File: config.mk
export PLATFORM = sky130hd
export DESIGN_NAME = tile_addr_gen
export DESIGN_NICKNAME = d
export VERILOG_FILES = /design/src/rtl/tile_addr_gen.sv
export SDC_FILE = /design/constraint.sdc
export NUM_CORES = 1
export LEC_CHECK = 0
export BUFFER_PORTS_ARGS = -buffer_cell sky130_fd_sc_hd__buf_2
export CAP_MARGIN = 5
export CORE_MARGIN = 4
export CORE_UTILIZATION = 55
export DETAILED_ROUTE_END_ITERATION = 10
export PLACE_DENSITY = 0.85
export SYNTH_ARGS = -nofsm -noshare
export SYNTH_HDL_FRONTEND = slang
export SYNTH_SLANG_ARGS = --single-unit
File: constraint.sdc
create_clock -name clk -period 4.85 [get_ports clk]
set_clock_uncertainty 0.2 [all_clocks]
set_input_delay 0.485 -clock clk [delete_from_list [all_inputs] [get_ports clk]]
set_output_delay 0.485 -clock clk [all_outputs]
set_load 0.01 [all_outputs]
File: src/rtl/tile_addr_gen.sv
// rtl/tile_addr_gen.sv - Scrolled raster to 20x20 tile ROM address and level-map row/column generator
module tile_addr_gen #(
  parameter int TILE     = 20,
  parameter int MAP_COLS = 128,
  parameter int COL_W    = 7,
  parameter int SCROLL_W = 12
) (
  input  logic                clk,
  input  logic                reset_n,
  input  logic                frame_start,
  input  logic [SCROLL_W-1:0] scroll_x,
  input  logic                line_start,
  input  logic                pix_en,
  output logic [8:0]          read_address,
  output logic [COL_W-1:0]    tile_col,
  output logic [4:0]          tile_row,
  output logic                addr_valid,
  output logic                busy
);

  localparam int PX_W = $clog2(TILE);

  typedef enum logic [1:0] {IDLE, DIV, READY} state_t;

  state_t state, state_nxt;

  logic [SCROLL_W-1:0] rem;
  logic [COL_W-1:0]    quot;
  logic [PX_W-1:0]     scroll_px;
  logic [COL_W-1:0]    scroll_tile;

  logic [PX_W-1:0]     px;
  logic [4:0]          py;
  logic [COL_W-1:0]    col;
  logic [4:0]          row;
  logic [8:0]          row_base;
  logic                first_line;

  logic                rem_ge_tile;
  logic [PX_W-1:0]     cur_px;
  logic [COL_W-1:0]    cur_col;
  logic [4:0]          cur_py;
  logic [4:0]          cur_row;
  logic [8:0]          cur_row_base;

  assign rem_ge_tile = (rem >= SCROLL_W'(TILE));

  // State register for the per-frame scroll decomposition
  always_ff @(posedge clk or negedge reset_n) begin
    if (!reset_n) state <= IDLE;
    else          state <= state_nxt;
  end

  // Next state: frame_start always (re)starts division; DIV ends when remainder drops below TILE
  always_comb begin
    state_nxt = state;
    if (frame_start)                     state_nxt = DIV;
    else if (state == DIV && !rem_ge_tile) state_nxt = READY;
  end

  // FSM outputs
  always_comb begin
    busy = (state == DIV);
  end

  // Line-start view of the counters, so a pixel arriving with line_start uses the fresh values
  always_comb begin
    cur_px       = px;
    cur_col      = col;
    cur_py       = py;
    cur_row      = row;
    cur_row_base = row_base;
    if (line_start) begin
      cur_px  = scroll_px;
      cur_col = scroll_tile;
      if (!first_line) begin
        if (py == 5'(TILE - 1)) begin
          cur_py       = '0;
          cur_row_base = '0;
          cur_row      = (row == 5'd31) ? row : row + 5'd1;
        end else begin
          cur_py       = py + 5'd1;
          cur_row_base = row_base + 9'(TILE);
        end
      end
    end
  end

  // Scroll decomposition, raster counters and registered ROM address outputs
  always_ff @(posedge clk or negedge reset_n) begin
    if (!reset_n) begin
      rem          <= '0;
      quot         <= '0;
      scroll_px    <= '0;
      scroll_tile  <= '0;
      px           <= '0;
      py           <= '0;
      col          <= '0;
      row          <= '0;
      row_base     <= '0;
      first_line   <= 1'b1;
      read_address <= '0;
      tile_col     <= '0;
      tile_row     <= '0;
      addr_valid   <= 1'b0;
    end else begin
      addr_valid <= 1'b0;
      if (frame_start) begin
        rem        <= scroll_x;
        quot       <= '0;
        first_line <= 1'b1;
        py         <= '0;
        row        <= '0;
        row_base   <= '0;
      end else if (state == DIV) begin
        // Quotient is kept modulo MAP_COLS as it counts, so no final modulo is needed
        if (rem_ge_tile) begin
          rem  <= rem - SCROLL_W'(TILE);
          quot <= (quot == COL_W'(MAP_COLS - 1)) ? '0 : quot + 1'b1;
        end else begin
          scroll_px   <= rem[PX_W-1:0];
          scroll_tile <= quot;
        end
      end else begin
        if (line_start) begin
          first_line <= 1'b0;
          py         <= cur_py;
          row        <= cur_row;
          row_base   <= cur_row_base;
          px         <= cur_px;
          col        <= cur_col;
        end
        if (pix_en) begin
          read_address <= cur_row_base + 9'(cur_px);
          tile_col     <= cur_col;
          tile_row     <= cur_row;
          addr_valid   <= 1'b1;
          if (cur_px == PX_W'(TILE - 1)) begin
            px  <= '0;
            col <= (cur_col == COL_W'(MAP_COLS - 1)) ? '0 : cur_col + 1'b1;
          end else begin
            px  <= cur_px + 1'b1;
          end
        end
      end
    end
  end

endmodule

==> summary.md <==
The number of clock buffers added by TritonCTS is 9. The maximum ir drop on the vdd rail came out at 0.180 mV. The setup check on the worst reg-to-reg path leaves a slack of 1400 ps. After the last flow step, the layout net total stands at 563.

The total of flip-flops plus latches after synthesis was 87; the number of instances resized during post-cts repair was 0. Max-cap violations in this run came to 0. Measured in cells, the most critical reg-to-reg path has a length of 11. The mean routed wirelength per cell came out at 16.3 um.

Measured along the y axis, the die boundary spans 102 um. The fraction of layout cells with a size suffix above 1 came out at 0.166. For this run the aggregate overflow at the end of global routing stands at 0.

The number of top-level design ports is 40. For the final routed database, the setup TNS stands at 0 ps. Largest area contributor in the netlist: dfrtp_1. The Yosys step of the flow raised 0 warnings.

The clock period could shrink to 3570 ps. After detailed routing, the number of remaining DRC violations is 0. Share of flip-flops with an asynchronous set or reset after synthesis: 1.00. For the core area, the log shows 0.00868 sq mm.

CTS built an H-tree with a depth of 3. A synthesized cell averages 9.62 sq um. For this design the static power due to leakage is 2.40 nW. At the later pin of the worst-skew pair, clock insertion delay measures 340 ps.

Hold timing on the final database bottoms out at a slack of 121 ps. The number of endpoints with negative hold slack in the final report was 0. Traced cell by cell, the critical path runs through buf_2, nand2b_1, nor2_1, nor2b_1, ha_1, fa_1, a21oi_1, o21ai_0, o21ai_0, xnor2_1, o31ai_1. The met3 track utilization from global routing is 0.0273.

The number of different library cells used by synthesis comes to 75. After detailed routing, the number of vias per cell comes to 6.10. The combined global-route utilization of all metal layers is 0.215. For the number of DRC markers after the initial detailed-route iteration, the log shows 190. The number of buffer and inverter stages on the critical path was 1; the remaining antenna violation count after routing was 0. By area the synthesized netlist is led by dfrtp_1 (44%), nand2_1 (5.3%), mux2_2 (5.1%). The die area was 0.0104 sq mm.

The most used routing layer in global routing is met2. The logs give 0.285 for the global routing usage on met1 and 536 for the net count of the mapped netlist. The type of element capturing the critical path is a flop.

In this run the power density over the cells is 321 mW/mm^2. The number of slew-limit violations in the final report was 0; the count of endpoints failing setup in the final report was 0. The largest single stage delay on the critical path is 680 ps.

Clock tree synthesis found a total of 87 sinks. The maximum clock rate is 0.280 GHz. For the required time at the endpoint of the critical path, the log shows 4900 ps. Cell repeated most along the worst path: o21ai_0.

The class of the worst hold path was input pin to asynchronous set/reset pin. Setup repair after global routing left no endpoint under its margin. The worst setup path is launched from an input pin. The tools report the number of detailed-routing iterations run before antenna repair as 6.

Among all stages on the critical path, the largest delay is contributed by nor2_1. Broken down by cell family, the worst path's largest delay share belongs to simple AND/OR/NAND/NOR gates. The run gives 0.448 as the fraction of the yosys area taken by sequential cells. The tools report the arrival time of the worst setup path as 3620 ps.

In this run, synthesis inferred 0 flip-flops with an integrated enable. The logs give 505 for the gate count after technology mapping and 34 for the number of rows in the core area. The tools report the global-route wire length before repair as 18.1 mm. Input and output buffers added on the ports amount to 39. Routability-driven placement finished with a final weighted congestion of 0.864. Number of buffers added to fix hold violations after cts: 0. The critical path in this run is classified as input pin to flop.

The most common cell after layout, fill and taps aside is dfrtp_1. The worst register-to-register path ends at read_address[6]. The most frequently used flop master after synthesis was dfrtp_1.

The die is 102 um wide. At the pin with the least slew margin, the transition time is 1060 ps. Along the worst path, the maximum fanout reaches 35.

For the post-CTS setup-driven buffer insertion count, the log shows 0. Relative to the synthesized area, the layout overhead comes to 9.17%. The fraction of the cycle the final worst path needs is 0.737. In the layout the commonest cells are dfrtp_1 (86), nand2_1 (69), o21ai_0 (43), buf_2 (38), nor2_1 (33). The area share of the leading cell type in the synthesized netlist came out at 0.443. Summing every instance area after synthesis gives 0.00486 sq mm. Worst reg2reg path startpoint: py[0]. The final antenna diode count is 0.

The detailed router placed 3928 vias in this run. Entering global routing, the biggest net connects 88 pins. The largest buffer count on any clock path came out at 2. The tools report the clock tree root driver cell as clkbuf_8.

Worst-case headroom to the max-slew limit: 0.291. The run finished with clean final reports. The effective utilization at floorplan was 0.560; the post-CTS clock slew at the launch and capture registers of the worst setup and hold paths was 80 ps. The HPWL after detailed placement is 7.47 mm. TritonCTS built the clock tree. Via count of the first global-routing pass: 3841.

The completed layout was analyzed and its total power is 1.70 mW. Summed over all layers, the routed wires come to 10.5 mm. The number of antenna violations at the first check in global routing is 0, and the met2 global-route usage is 0.358.
## cell type report
type	count	area, sq um
clock buffer	12	145
clock inverter	3	67.6
fill	729	3370
inverter	13	48.8
multi-input combinational	381	2520
sequential	87	2180
tap	108	135
timing repair buffer	40	205
## cell usage after synthesis, types with 3 or more instances
cell and number:
o21ai_0 43, o21a_1 4, xor2_1 9, mux2i_1 8
nor4_1 4, a21o_1 4, a21oi_1 26, o311ai_0 3
a21boi_0 3, buf_2 5, and3_1 3, dfrtp_1 86
nand3b_1 3, or4_1 4, nand3_1 16, xnor2_1 14
a211oi_1 10, inv_1 11, nor2b_1 8, a31oi_1 5
mux2_2 22, nor3_1 9, nand2_1 69, nor2_1 33
clkbuf_1 17, ha_1 13, nand4_1 5, o31ai_1 5
nand2b_1 3, and2_1 4, o22ai_1 3
## state kept, by name (all words and copies together) (netlist names), 7 cells and up
name / cells
rem: 12
read_address: 9
row_base: 9
col: 7
quot: 7
scroll_tile: 7
tile_col: 7
## how the worst max path moves through the flow
stage | startpoint | to | slack [ps] | cells past startpoint
6_report | line_start | read_address[6] | 1280 | 11
5_1_grt | line_start | read_address[6] | 990 | 11
4_1_cts | line_start | read_address[6] | 1360 | 11
3_5_place_dp | line_start | read_address[6] | 990 | 11
3_3_place_gp | line_start | read_address[6] | 1220 | 11
2_1_floorplan | line_start | col[5] | 1800 | 10
## report_power, final
group,total [mW],switching [mW],internal (mW)
Combinational,0.304,0.180,0.124
Sequential,0.856,0.0607,0.795
Clock,0.544,0.241,0.302
Total,1.70,0.482,1.22
## cell families after synthesis
group	count (synthesis)	synth area share
muxes	32	0.0721
AOI/OAI and AO/OA	133	0.178
xor gates and xnor gates	23	0.0415
and+or+nand+nor	179	0.191
buffers and inverters	37	0.0322
adders and majority gates	14	0.0376
DFF	87	0.448
## metal layers
metal	share of wire	routed length [um]
met2	0.48	5020
met4	0.018	194
met1	0.44	4620
met3	0.063	666
met5	0	0
## metrics by stage
step	util	cells	worst slack, ps	instance area, sq um
6_report	0.611	644	1280	5310
5_1_grt	0.611	644	987	5310
4_1_cts	0.611	644	1360	5310
3_5_place_dp	0.587	629	990	5090
3_3_place_gp	0.587	629	1220	5090
2_1_floorplan	-	505	1800	4860
Power figures use the tool's default switching activity.
